## src/rtl/mem_bus_arbiter_if.sv

```systemverilog
// Request/response bundle between the two requesters, the arbiter and ROM/RAM.
// slave = arbiter view, master = requester/memory view.
interface mem_bus_arbiter_if #(
  parameter int AW = 8,
  parameter int DW = 8
);
  logic          req0;
  logic          req1;
  logic          we0;
  logic          we1;
  logic [AW-1:0] addr0;
  logic [AW-1:0] addr1;
  logic [DW-1:0] wdata0;
  logic [DW-1:0] wdata1;
  logic [DW-1:0] mem_rdata;
  logic          gnt0;
  logic          gnt1;
  logic          done0;
  logic          done1;
  logic          err;
  logic [DW-1:0] rdata;
  logic [AW-1:0] mem_addr;
  logic [DW-1:0] mem_wdata;
  logic          ram_ena;
  logic          ram_read;
  logic          ram_write;
  logic          rom_ena;
  logic          rom_read;

  modport slave (
    input  req0, req1, we0, we1,
    input  addr0, addr1, wdata0, wdata1,
    input  mem_rdata,
    output gnt0, gnt1, done0, done1, err,
    output rdata, mem_addr, mem_wdata,
    output ram_ena, ram_read, ram_write,
    output rom_ena, rom_read
  );

  modport master (
    output req0, req1, we0, we1,
    output addr0, addr1, wdata0, wdata1,
    output mem_rdata,
    input  gnt0, gnt1, done0, done1, err,
    input  rdata, mem_addr, mem_wdata,
    input  ram_ena, ram_read, ram_write,
    input  rom_ena, rom_read
  );
endinterface

```

## src/rtl/mem_bus_arbiter.sv

```systemverilog
// Two-requester round-robin arbiter and four-phase ROM/RAM access sequencer.
// Ports: clk, rst (async, active-high), bus (slave modport of mem_bus_arbiter_if).
module mem_bus_arbiter #(
  parameter int            AW      = 8,
  parameter int            DW      = 8,
  parameter logic [AW-1:0] ROM_TOP = 'h7F
) (
  input  logic                 clk,
  input  logic                 rst,
  mem_bus_arbiter_if.slave     bus
);

  typedef enum logic [1:0] {
    S_IDLE,
    S_ADDR,
    S_DATA,
    S_RESP
  } state_t;

  state_t        state_q;
  state_t        state_d;
  logic          owner_q;
  logic          owner_d;
  logic          we_q;
  logic          we_d;
  logic          last_q;
  logic          last_d;
  logic [AW-1:0] addr_q;
  logic [AW-1:0] addr_d;
  logic [DW-1:0] wdata_q;
  logic [DW-1:0] wdata_d;
  logic [DW-1:0] rdata_q;
  logic [DW-1:0] rdata_d;

  logic cand0;
  logic cand1;
  logic win;
  logic busy;
  logic in_addr;
  logic in_resp;
  logic is_rom;

  always_ff @(posedge clk or posedge rst) begin
    if (rst) begin
      state_q <= S_IDLE;
      owner_q <= 1'b0;
      we_q    <= 1'b0;
      last_q  <= 1'b1;
      addr_q  <= '0;
      wdata_q <= '0;
      rdata_q <= '0;
    end else begin
      state_q <= state_d;
      owner_q <= owner_d;
      we_q    <= we_d;
      last_q  <= last_d;
      addr_q  <= addr_d;
      wdata_q <= wdata_d;
      rdata_q <= rdata_d;
    end
  end

  // The requester being completed in RESP may not win that same arbitration.
  always_comb begin
    in_resp = (state_q == S_RESP);
    cand0   = bus.req0 && !(in_resp && !owner_q);
    cand1   = bus.req1 && !(in_resp && owner_q);
    win     = (cand0 && cand1) ? ~last_q : cand1;
  end

  always_comb begin
    state_d = state_q;
    owner_d = owner_q;
    we_d    = we_q;
    last_d  = last_q;
    addr_d  = addr_q;
    wdata_d = wdata_q;
    rdata_d = rdata_q;
    unique case (state_q)
      S_IDLE, S_RESP: begin
        if (cand0 || cand1) begin
          state_d = S_ADDR;
          owner_d = win;
          last_d  = win;
          we_d    = win ? bus.we1 : bus.we0;
          addr_d  = win ? bus.addr1 : bus.addr0;
          wdata_d = win ? bus.wdata1 : bus.wdata0;
        end else begin
          state_d = S_IDLE;
        end
      end
      S_ADDR: state_d = S_DATA;
      S_DATA: begin
        state_d = S_RESP;
        if (!we_q) rdata_d = bus.mem_rdata;
      end
      default: state_d = S_IDLE;
    endcase
  end

  always_comb begin
    busy    = (state_q == S_ADDR) || (state_q == S_DATA);
    in_addr = (state_q == S_ADDR);
    is_rom  = (addr_q <= ROM_TOP);

    bus.gnt0  = busy && !owner_q;
    bus.gnt1  = busy && owner_q;
    bus.done0 = in_resp && !owner_q;
    bus.done1 = in_resp && owner_q;
    // ROM writes are dropped silently on the bus and flagged at completion.
    bus.err   = in_resp && we_q && is_rom;

    bus.rom_ena   = busy && is_rom && !we_q;
    bus.rom_read  = busy && is_rom && !we_q;
    bus.ram_ena   = busy && !is_rom;
    bus.ram_read  = busy && !is_rom && !we_q;
    bus.ram_write = in_addr && !is_rom && we_q;

    bus.mem_addr  = busy ? addr_q : '0;
    bus.mem_wdata = busy ? wdata_q : '0;
    bus.rdata     = rdata_q;
  end

endmodule
```

## src/flat_wrapper.sv

```systemverilog
// flat-port wrapper written by rule: the top's interface ports become plain ports
module mem_bus_arbiter_flat 
#(
  parameter int            AW      = 8,
  parameter int            DW      = 8,
  parameter logic [AW-1:0] ROM_TOP = 'h7F
)
  (clk, rst, bus_req0, bus_req1, bus_we0, bus_we1, bus_addr0, bus_addr1, bus_wdata0, bus_wdata1, bus_mem_rdata, bus_gnt0, bus_gnt1, bus_done0, bus_done1, bus_err, bus_rdata, bus_mem_addr, bus_mem_wdata, bus_ram_ena, bus_ram_read, bus_ram_write, bus_rom_ena, bus_rom_read);
  mem_bus_arbiter_if #(.AW(AW), .DW(DW)) bus_i ();
  input  logic clk;
  input  logic rst;
  input wire logic [$bits(bus_i.req0)-1:0] bus_req0;
  input wire logic [$bits(bus_i.req1)-1:0] bus_req1;
  input wire logic [$bits(bus_i.we0)-1:0] bus_we0;
  input wire logic [$bits(bus_i.we1)-1:0] bus_we1;
  input wire logic [$bits(bus_i.addr0)-1:0] bus_addr0;
  input wire logic [$bits(bus_i.addr1)-1:0] bus_addr1;
  input wire logic [$bits(bus_i.wdata0)-1:0] bus_wdata0;
  input wire logic [$bits(bus_i.wdata1)-1:0] bus_wdata1;
  input wire logic [$bits(bus_i.mem_rdata)-1:0] bus_mem_rdata;
  output wire logic [$bits(bus_i.gnt0)-1:0] bus_gnt0;
  output wire logic [$bits(bus_i.gnt1)-1:0] bus_gnt1;
  output wire logic [$bits(bus_i.done0)-1:0] bus_done0;
  output wire logic [$bits(bus_i.done1)-1:0] bus_done1;
  output wire logic [$bits(bus_i.err)-1:0] bus_err;
  output wire logic [$bits(bus_i.rdata)-1:0] bus_rdata;
  output wire logic [$bits(bus_i.mem_addr)-1:0] bus_mem_addr;
  output wire logic [$bits(bus_i.mem_wdata)-1:0] bus_mem_wdata;
  output wire logic [$bits(bus_i.ram_ena)-1:0] bus_ram_ena;
  output wire logic [$bits(bus_i.ram_read)-1:0] bus_ram_read;
  output wire logic [$bits(bus_i.ram_write)-1:0] bus_ram_write;
  output wire logic [$bits(bus_i.rom_ena)-1:0] bus_rom_ena;
  output wire logic [$bits(bus_i.rom_read)-1:0] bus_rom_read;
  assign bus_i.req0 = bus_req0;
  assign bus_i.req1 = bus_req1;
  assign bus_i.we0 = bus_we0;
  assign bus_i.we1 = bus_we1;
  assign bus_i.addr0 = bus_addr0;
  assign bus_i.addr1 = bus_addr1;
  assign bus_i.wdata0 = bus_wdata0;
  assign bus_i.wdata1 = bus_wdata1;
  assign bus_i.mem_rdata = bus_mem_rdata;
  assign bus_gnt0 = bus_i.gnt0;
  assign bus_gnt1 = bus_i.gnt1;
  assign bus_done0 = bus_i.done0;
  assign bus_done1 = bus_i.done1;
  assign bus_err = bus_i.err;
  assign bus_rdata = bus_i.rdata;
  assign bus_mem_addr = bus_i.mem_addr;
  assign bus_mem_wdata = bus_i.mem_wdata;
  assign bus_ram_ena = bus_i.ram_ena;
  assign bus_ram_read = bus_i.ram_read;
  assign bus_ram_write = bus_i.ram_write;
  assign bus_rom_ena = bus_i.rom_ena;
  assign bus_rom_read = bus_i.rom_read;
  mem_bus_arbiter #(.AW(AW), .DW(DW), .ROM_TOP(ROM_TOP)) u_core (.clk(clk), .rst(rst), .bus(bus_i));
endmodule
```

## config.mk

```make
export PLATFORM = sky130hd
export DESIGN_NAME = mem_bus_arbiter_flat
export DESIGN_NICKNAME = d
export VERILOG_FILES = /design/src/rtl/mem_bus_arbiter_if.sv /design/src/rtl/mem_bus_arbiter.sv /design/src/flat_wrapper.sv
export SDC_FILE = /design/constraint.sdc
export NUM_CORES = 1
export LEC_CHECK = 0
export ABC_AREA = 1
export ABC_CLOCK_PERIOD_IN_PS = 2100
export CAP_MARGIN = 10
export CORE_MARGIN = 5
export CORE_UTILIZATION = 37
export DETAILED_ROUTE_END_ITERATION = 12
export PLACE_DENSITY = 0.74
export SETUP_SLACK_MARGIN = 0.15
export SYNTH_ARGS = -nofsm -noshare
export SYNTH_HDL_FRONTEND = slang
export SYNTH_SLANG_ARGS = --single-unit
```

## constraint.sdc

```tcl
create_clock -name clk -period 2.1 [get_ports clk]
set_input_delay 0.42 -clock clk [delete_from_list [all_inputs] [get_ports clk]]
set_output_delay 0.42 -clock clk [all_outputs]
set_load 0.02 [all_outputs]
```

**Word-level counts from Yosys, hierarchy flattened**

Cells that the tools add are included.

- Register bits: 29
- Bits in latches: 0
- Bits in writable memories: 0
- Bits in read-only memories: 0
- Bits of input ports: 46
- Output and inout bits: 34
- Logic and storage cells: 47
- Memories: 0

- $add $sub $neg: 0
- Multipliers: 0
- Div/mod/pow operators: 0
- Order comparisons: 1
- Equality and inequality tests: 3
- Shift operators: 0
- Mux-type cells: 8
- Bitwise operators: 2
- Reduce and logical (&&, ||, !) cells: 26

Operators by type and width:

| operator | count |
|---|---|
| $mux 8 | 4 |
| $logic_and 1x1->1 | 15 |
| $le 8x7->1 const B | 1 |
| $pmux 2 s3 | 1 |
| $logic_not 1->1 | 5 |
| $eq 2x2->1 const B | 2 |
| $reduce_and 2->1 | 2 |
| $mux 1 | 3 |
| $eq 2x1->1 const B | 1 |
| $logic_not 2->1 | 1 |
| $logic_or 1x1->1 | 2 |
| $not 1->1 | 2 |
| $reduce_or 2->1 | 1 |

**Depth between registers and ports, before layout**

Gate-level depths: netlist of run 1.

- Word-level depth: 7
- Mapped depth: 9

**Least setup slack after synthesis of run 1**

No wires, ideal clock.

- Path kind: reg2out
- Start: reg u_core.state_q[0]
- End: out bus_rom_read
- Arrival time: 1,752 ps
- Path slack: -72 ps
- Stages on the path, launching flop included: 6
- Buffers on the path: 2
- Cell sequence: dfrtp_1 -> inv_1 -> ha_1 -> clkbuf_1 -> nor3_1 -> buf_4

- Word-level cells in the longest chain between the ends: 4
- Elaborated cells on any way between the ends: 5

RTL lines:

| item | line | RTL |
|---|---|---|
| from (decl) | mem_bus_arbiter.sv:20 | `state_t state_q;` |
| from (signal assigned) | mem_bus_arbiter.sv:53 | `state_q <= state_d;` |
| $eq 2x1->1 / $eq 2x2->1 (equally long branches) | mem_bus_arbiter.sv:102 | `busy = (state_q == S_ADDR) \|\| (state_q == S_DATA);` |
| $logic_or 1x1->1 (*) | mem_bus_arbiter.sv:102 |  |
| $logic_and 1x1->1 (*) (2 in series) | n/a |  |
| to (decl) | flat_wrapper.sv:33 | `output wire logic [$bits(bus_i.rom_read)-1:0] bus_rom_read;` |

Every way passes the cells marked *; elsewhere a longest branch is shown, timed or not.

**Final worst setup path of run 1**

- Start: reg u_core.state_q[0]
- End: out bus_mem_addr[7]

- Word-level cells in the longest chain between the ends: 3
- Elaborated cells on any way between the ends: 4

RTL lines:

| item | line | RTL |
|---|---|---|
| $eq 2x1->1 / $eq 2x2->1 (equally long branches) | mem_bus_arbiter.sv:102 |  |
| $logic_or 1x1->1 (*) | mem_bus_arbiter.sv:102 |  |
| $mux 8 (*) | mem_bus_arbiter.sv:119 | `bus.mem_addr = busy ? addr_q : '0;` |
| to (decl) | flat_wrapper.sv:27 | `output wire logic [$bits(bus_i.mem_addr)-1:0] bus_mem_addr;` |

Marks and branches as above.

==> flow_summary.ini, run 1 <==
[logic_synthesis]
synthCells = 232
yosysMostFrequentCell = nand2_1
synth_ff_type = dfrtp_1
synth_edf_count = 0
syn_area_per_cell_um2 = 7.23
syn_area_mm2 = 0.00168
ys_seq_area_frac = 0.434
synthTopCellsByArea = dfrtp_1 (42%), nand2_1 (13%), inv_1 (13%)
synth-seq-cells = 29
ys_types = 19
synth_area_leader_cell = dfrtp_1
synth-async-reset-ratio = 1.00
synth_top_area_share = 0.418
syn_nets = 281
yosysWarnings = 0
ys_top_cells_by_count = nand2_1 (60), inv_1 (57), nand3_1 (35)

[clock_network]
cts.clk_slew.worst_paths_ns = 0.07
cts_root_buf = clkbuf_8
clk_path_buf_depth = 2
insertion_delay_ns = 0.28
cts_made_buffers = 5
clock_sinks = 29
cts_tree = yes
postCtsSetupBuffers = 0
htreeDepth = 2

[timing]
clock-skew-final_ns = 0.00384
grt_setup_unrepaired = false
fin_ws_ns = 0.208
finalMaxSlewViolations = 0
period_share = 0.901
hold_violations = 0
worst_pin_slew_ns = 0.373
finalSetupViolCount = 0
maxSlewHeadroom = 0.751
period_needed_ns = 1.89
hold_ws_ns = 0.482
finalSetupTns_ns = 0
fmax_mhz = 528

[global_route]
grt_pass1_wl_um = 7620
grt_max_degree = 30
grt_pass1_vias = 1640
grt_usage = 0.157
overflow = 0
antenna_found_initial = 0

[worst_hold_path]
min_path_cells = 2
hold_path_end = u_core.wdata_q[3]$_DFFE_PP0P_
worstHoldStart = u_core.wdata_q[3]$_DFFE_PP0P_
hp-class = register to register

[power]
p_int_mw = 2.42
clkPwrFrac = 0.157
powerDensity_mw_per_mm2 = 1700
pwr-share-seq = 0.238
p_total_mw = 4.44
ir_drop_mv = 0.827
netSwitchingFraction = 0.455
p_leak_nw = 1.46
p_comb_frac = 0.605
p_sw_mw = 2.02

[floorplan]
io_pins = 80
start_util = 0.382
die_w_um = 77.3
die_h_um = 77.3
die-area_mm2 = 0.00598
coreArea_mm2 = 0.00438
rows = 24

[finish]
stdcell_count = 372
fin_area_mm2 = 0.00261
area_delta_synth_final_pct = 55.4
n_antenna_cell = 0
nets = 368
fin_util = 0.594
drive_gt1_frac = 0.191

[critical_path]
cp.arrival_ns = 1.47
cp-start-kind = register
cp-startpoint = u_core.state_q[0]$_DFF_PP0_
cp.required_ns = 1.68
reg2reg_depth = 9
path_max_fanout = 4
crit_type = register to output pin
crit-reg2reg-launch = u_core.state_q[0]$_DFF_PP0_
r2r_end = u_core.wdata_q[6]$_DFFE_PP0P_
crit_path_end_kind = output pin
rrSetupSlack_ns = 0.36

[placement]
dpl_worst_slack_ns = 0.00948
dpl.cell_count = 364
portBuffers = 79
place_area_mm2 = 0.00255
gp_congestion = 0.818
dp_hpwl_um = 3320

[status]
status = completed

[routing]
routed_wirelength_um = 4530
drtAntennaViolNets = 0
drtPass1Iterations = 4
drtIter0Drc = 41
vias = 1652
via_per_inst = 4.44
wire_per_inst_um = 12.2
drc = 0

[flow_run]
maxCapViolCount = 0
==> repair_timing <==
| action | in CTS | in global routing |
|---|---|---|
| pin swaps | 0 | 1 |
| gates resized for setup | 91 | 16 |
| setup endpoints to repair | 26 | 37 |
| hold buffers | 0 | 0 |
==> cell type report <==
| type | instances | area, µm² |
|---|---|---|
| inverter | 60 | 228 |
| clock inverter | 3 | 65.1 |
| clock buffer | 5 | 68.8 |
| multi-input combinational | 135 | 696 |
| tap | 52 | 65.1 |
| timing repair buffer | 88 | 756 |
| fill | 424 | 1780 |
| sequential | 29 | 727 |
==> power by group through the flow <==
stage | Sequential [mW] | Clock (mW) | Combinational [mW]
5_1_grt | 1.09 | 0.736 | 2.99
2_1_floorplan | 1.11 | 0 | 1.63
4_1_cts | 1.04 | 0.709 | 2.64
6_report | 1.05 | 0.696 | 2.69
3_5_place_dp | 1.05 | 0 | 2.91
3_3_place_gp | 1.04 | 0 | 2.86
==> sequential cells by signal (all words and copies together), names as in the netlist <==
register	count
u_core.state_q	2
u_core.bus.rdata	8
u_core.owner_q	1
u_core.last_q	1
u_core.we_q	1
u_core.addr_q	8
u_core.wdata_q	8
==> cell usage in the layout (no fill, tap or decap), types with 2 or more instances in the layout <==
cell	count
bufinv_16	2
nand2_2	2
buf_6	2
nand2_1	60
dfrtp_1	28
mux2_2	8
clkbuf_8	5
buf_4	11
nand3_1	35
inv_2	2
buf_2	17
clkbuf_2	3
ha_1	2
clkdlybuf4s50_1	53
nor2_1	21
inv_1	57
==> per-layer routing <==
layer,global-route usage,part of all wire
met1,0.175,0.40
met2,0.295,0.53
met3,0.0340,0.062
met4,0.0464,0.012
met5,0,0
==> worst max-delay path, stage by stage, from the launching register on <==
cell	delay, ns
dfrtp_1	0.38
inv_1	0.10
ha_4	0.21
buf_4	0.15
nor2_1	0.09
clkdlybuf4s15_2	0.26
==> worst max path at each step <==
stage | to | slack [ns] | cells after the start
floorplan | bus_rom_read | 0.15 | 5
global placement | bus_rom_ena | 0.06 | 4
detailed placement | bus_rom_ena | 0.009 | 4
CTS | bus_rom_ena | 0.15 | 4
global route | bus_mem_addr[7] | 0.15 | 5
finish | bus_mem_addr[7] | 0.21 | 5
==> cell families after synthesis <==
logic type / Yosys count / share of synthesized area
simple gates: 122 / 0.309
flops: 29 / 0.434
mux: 8 / 0.0537
buf+inv: 68 / 0.169
compound gates: 2 / 0.0127
fa+ha+maj: 3 / 0.0224
No activity file was read; power rests on OpenSTA's default activity.
==> inputs of run 2 (changes only) <==
--- a/config.mk
+++ b/config.mk
@@ -11,6 +11,6 @@
 export CORE_MARGIN = 5
-export CORE_UTILIZATION = 37
+export CORE_UTILIZATION = 30
 export DETAILED_ROUTE_END_ITERATION = 12
-export PLACE_DENSITY = 0.74
 export SETUP_SLACK_MARGIN = 0.15
+export SLEW_MARGIN = 0
 export SYNTH_ARGS = -nofsm -noshare
--- a/constraint.sdc
+++ b/constraint.sdc
@@ -3,2 +3,2 @@
 set_output_delay 0.42 -clock clk [all_outputs]
-set_load 0.02 [all_outputs]
+set_load 0.01 [all_outputs]
==> run 2 against run 1 <==
Cell count increased by 4.6%; clock power decreased by 35%; total power fell by 11%; worst setup slack got worse by 0.038 ns; utilization down 11 points; clock-buffer cell count up 2; first-iteration DRC count stayed put; sequential share of layout area down 0.24 points; sequential cell count is the same; maximum frequency down 2.0%; clock skew up 0.0038 ns; critical endpoint is now bus_gnt0; hold slack worse by 0.0042 ns.
==> flow_summary.ini, run 2 (synthesis results as in run 1) <==
[placement]
dp_hpwl_um = 3310
dpl_worst_slack_ns = 0.0578
gp_congestion = 0.727
portBuffers = 79

[global_route]
antenna_found_initial = 0
grt_pass1_vias = 1627
grt_max_degree = 30
grt_usage = 0.126
overflow = 0
grt_pass1_wl_um = 7340

[routing]
drtPass1Iterations = 4
wire_per_inst_um = 11.3
via_per_inst = 4.18
drtIter0Drc = 41
vias = 1625
drc = 0
drtAntennaViolNets = 0
routed_wirelength_um = 4400

[clock_network]
insertion_delay_ns = 0.27
cts.clk_slew.worst_paths_ns = 0.06
cts_root_buf = clkbuf_8
cts_made_buffers = 5
cts_tree = yes
htreeDepth = 2
clock_sinks = 29
clk_path_buf_depth = 2

[timing]
hold_violations = 0
period_needed_ns = 1.93
fin_ws_ns = 0.169
finalMaxSlewViolations = 0
maxSlewHeadroom = 0.752
worst_pin_slew_ns = 0.373
fmax_mhz = 518
clock-skew-final_ns = 0.00767
finalSetupTns_ns = 0
grt_setup_unrepaired = true
finalSetupViolCount = 0
period_share = 0.919
hold_ws_ns = 0.477

[critical_path]
cp.required_ns = 1.68
worst_path_max_delay_cell = dfrtp_1
crit_chain = ha_4 > buf_12 > nor2_1 > dlygate4sd2_1
crit_path_end_kind = output pin
cp.arrival_ns = 1.51
path_max_fanout = 16
cp-start-kind = register
slowest_delay_ns = 0.42
crit_type = register to output pin

[finish]
drive_gt1_frac = 0.132
area_delta_synth_final_pct = 56.7
most-common-layout-cells = nand2_1 (59), inv_1 (57), clkdlybuf4s50_1 (53)
fill_cells = 564
final_common_cell = nand2_1
fin_util = 0.480
n_antenna_cell = 0
nets = 366

[power]
p_leak_nw = 1.46
p_total_mw = 3.94
ir_drop_mv = 0.499
powerDensity_mw_per_mm2 = 1500

[floorplan]
io_pins = 80
die_w_um = 84.8
die_h_um = 84.8
die-area_mm2 = 0.00718
coreArea_mm2 = 0.00547
start_util = 0.306
rows = 27

[flow_run]
maxCapViolCount = 0

[status]
status = completed

[worst_hold_path]
hp-class = register to register
[run 2: cell types whose count changed in the layout (fill, tap and decap cells not counted), sizes merged]
cell / change
dlygate4sd2: +14
buf: -23
clkinv: -1
clkdlybuf4s15: +1
clkbuf: +8
bufinv: -2
[run 2: critical path: cells and delay by family (launching register included)]
kind | cells | cell delay, ns
DFF | 1 | 0.42
adders and majority gates | 1 | 0.33
and+or+nand+nor | 1 | 0.04
buffers and inverters | 2 | 0.44
[run 2: path summary, 6_finish.rpt]
check	slack (ns)	endpoint	cells past startpoint	startpoint
worst max-delay path	0.17	bus_gnt0	4	u_core.state_q[1]$_DFF_PP0_
worst min-delay path	0.48	u_core.addr_q[5]$_DFFE_PP0P_	2	u_core.addr_q[5]$_DFFE_PP0P_
worst max register to register	0.34	u_core.addr_q[1]$_DFFE_PP0P_	9	u_core.state_q[0]$_DFF_PP0_
worst min register to register	0.48	u_core.addr_q[5]$_DFFE_PP0P_	2	u_core.addr_q[5]$_DFFE_PP0P_
max in group asynchronous	1.26	u_core.last_q$_DFFE_PP1P_	3	rst
min in group asynchronous	0.52	u_core.bus.rdata[7]$_DFFE_PP0P_	3	rst
[run 2: final cells by class]
class / count / area (µm²) / share of cell area
multi-input combinational: 135 / 692 / 0.263
timing repair buffer: 86 / 805 / 0.306
clock buffer: 7 / 86.3 / 0.0329
tap: 72 / 90.1 / 0.0343
sequential: 29 / 727 / 0.277
inverter: 60 / 228 / 0.0867
[run 2: repair_timing]
item / 4_1_cts / 5_1_grt
pin swaps: 0 / 0
setup endpoints to repair: 26 / 35
buffers inserted: 0 / 0
gates resized for setup: 31 / 20
hold buffers: 0 / 0
[run 2: through the flow]
stage / instance area (µm²) / instances
floorplan: 1680 / 232
global placement: 2580 / 382
global route: 2630 / 389
detailed placement: 2580 / 382
finish: 2630 / 389
CTS: 2650 / 389
[run 2: routing by layer]
| metal | up-vias | GRT usage | part of all wire |
|---|---|---|---|
| met3 | 5 | 0.0481 | 0.076 |
| met2 | 48 | 0.214 | 0.48 |
| met5 | - | 0 | 0 |
| met4 | 0 | 0.0345 | 0.0096 |
| li1 | 850 | - | - |
| met1 | 722 | 0.149 | 0.43 |
[run 2: power breakdown]
group	switching (mW)	internal, mW
Combinational	1.31	1.13
Clock	0.192	0.259
Sequential	0.173	0.870
Total	1.67	2.26
==> inputs of run 3 (changes only) <==
ABC_CLOCK_PERIOD_IN_PS = 1600   (was 2100)
clock period = 1.6 ns   (was 2.1 ns; I/O delays follow)
==> run 3 against run 2 <==
The flow now finishes with violations (negative setup slack); hold slack got worse by 0.10 ns; critical endpoint is now bus_rom_read; first-iteration DRC count increased by 39%; clock skew down 0.0019 ns; highest routed layer unchanged.
==> flow_summary.ini, run 3 (synthesis results as in run 1) <==
[placement]
portBuffers = 79
place_area_mm2 = 0.00264
dp_hpwl_um = 3310
gp_congestion = 0.707

[timing]
maxSlewHeadroom = 0.771
finalMaxSlewViolations = 0
finalSetupViolCount = 23
hold_violations = 0
grt_setup_unrepaired = true
period_share = 1.05
clock-skew-final_ns = 0.00577
fin_ws_ns = -0.0831
finalSetupTns_ns = -1.48
worst_pin_slew_ns = 0.342
period_needed_ns = 1.68
fmax_mhz = 594

[global_route]
antenna_found_initial = 0
top_usage_layer = met2
overflow = 0
grt_pass1_vias = 1620
use_met3 = 0.0491
use_met2 = 0.220
grt_pass1_wl_um = 7690
grt_max_degree = 30
grt_usage = 0.135
grtUsageMet1 = 0.160

[power]
p_leak_nw = 1.55
p_total_mw = 6.06
ir_drop_mv = 0.866
powerDensity_mw_per_mm2 = 2140

[critical_path]
critPathBufInv = 3
cp-start-kind = register
slowest_delay_ns = 0.39
worst_path_max_delay_cell = dfrtp_1
crit_path_end_kind = output pin
path_max_fanout = 6
crit_chain = inv_2 > ha_4 > buf_12 > nor3_4 > buf_2
cp.required_ns = 1.28
cp_top_family = flip-flops
cp.arrival_ns = 1.36
crit_type = register to output pin

[clock_network]
cts_root_buf = clkbuf_8
cts_tree = yes
clk_path_buf_depth = 2
htreeDepth = 2
cts.clk_slew.worst_paths_ns = 0.07
clock_sinks = 29
insertion_delay_ns = 0.28
cts_made_buffers = 5

[routing]
drtPass1Iterations = 4
drtIter0Drc = 57
routed_wirelength_um = 4690
via_per_inst = 4.12
drtAntennaViolNets = 0
vias = 1644
wire_per_inst_um = 11.7
drc = 0

[finish]
most-common-layout-cells = nand2_1 (58), inv_1 (56), clkdlybuf4s50_1 (45)
fin_util = 0.518
drive_gt1_frac = 0.257
n_antenna_cell = 0
nets = 375
fill_cells = 555
area_delta_synth_final_pct = 69.0
final_common_cell = nand2_1
fin_area_mm2 = 0.00283

[floorplan]
die-area_mm2 = 0.00718
coreArea_mm2 = 0.00547
die_h_um = 84.8
start_util = 0.306
die_w_um = 84.8
io_pins = 80
rows = 27

[flow_run]
maxCapViolCount = 0

[worst_hold_path]
hp-class = primary input to async pin

[status]
violations = negative setup slack
status = finished, violations left
[run 3: layer usage]
metal | up-vias | part of all wire
met1 | 711 | 0.43
met2 | 53 | 0.47
li1 | 873 | -
met4 | 0 | 0.017
met3 | 7 | 0.084
met5 | - | 0
[run 3: worst paths after layout]
check	from	endpoint	slack [ns]	cells past startpoint
worst max-delay path	u_core.state_q[0]$_DFF_PP0_	bus_rom_read	-0.08	5
worst min-delay path	rst	u_core.bus.rdata[1]$_DFFE_PP0P_	0.38	3
worst max register to register	u_core.state_q[1]$_DFF_PP0_	u_core.addr_q[1]$_DFFE_PP0P_	0.01	8
worst min register to register	u_core.wdata_q[5]$_DFFE_PP0P_	u_core.wdata_q[5]$_DFFE_PP0P_	0.47	2
max in group asynchronous	rst	u_core.last_q$_DFFE_PP1P_	0.98	3
min in group clk	u_core.wdata_q[5]$_DFFE_PP0P_	u_core.wdata_q[5]$_DFFE_PP0P_	0.47	2
[run 3: what timing repair did]
| action | CTS | global route |
|---|---|---|
| cloned | 1 | 1 |
| endpoints found under the setup margin | 54 | 46 |
| hold buffers | 0 | 0 |
| setup buffers | 3 | 0 |
| gates resized for setup | 137 | 12 |
| pin swaps | 4 | 8 |
[run 3: final cells by class]
cell class,instances,area (µm²),share of cell area
timing repair buffer,94,898,0.317
multi-input combinational,135,781,0.275
sequential,29,727,0.257
inverter,60,230,0.0812
clock buffer,7,96.3,0.0340
tap,72,90.1,0.0318
timing repair inverter,1,6.26,0.00221
clock inverter,1,5.00,0.00177
[run 3: tightest hold or removal path, stage by stage]
cell and delay [ns]:
clkdlybuf4s50_1 0.40, inv_1 0.09, buf_12 0.20
[run 3: where the power goes]
group | internal (mW) | switching, mW | total [mW]
combinational | 1.94 | 2.07 | 4.01
sequential | 1.14 | 0.232 | 1.37
clock | 0.388 | 0.285 | 0.673
[run 3: per-stage QoR]
| step | instances | hold slack (ns) | setup slack [ns] |
|---|---|---|---|
| final | 399 | 0.377 | -0.0831 |
| after global routing | 399 | 0.403 | -0.157 |
| after CTS | 398 | 0.380 | -0.116 |
| after detailed placement | 386 | 0.459 | -0.201 |
| after global placement | 386 | 0.454 | -0.179 |
| after floorplan | 232 | 0.397 | 0.146 |
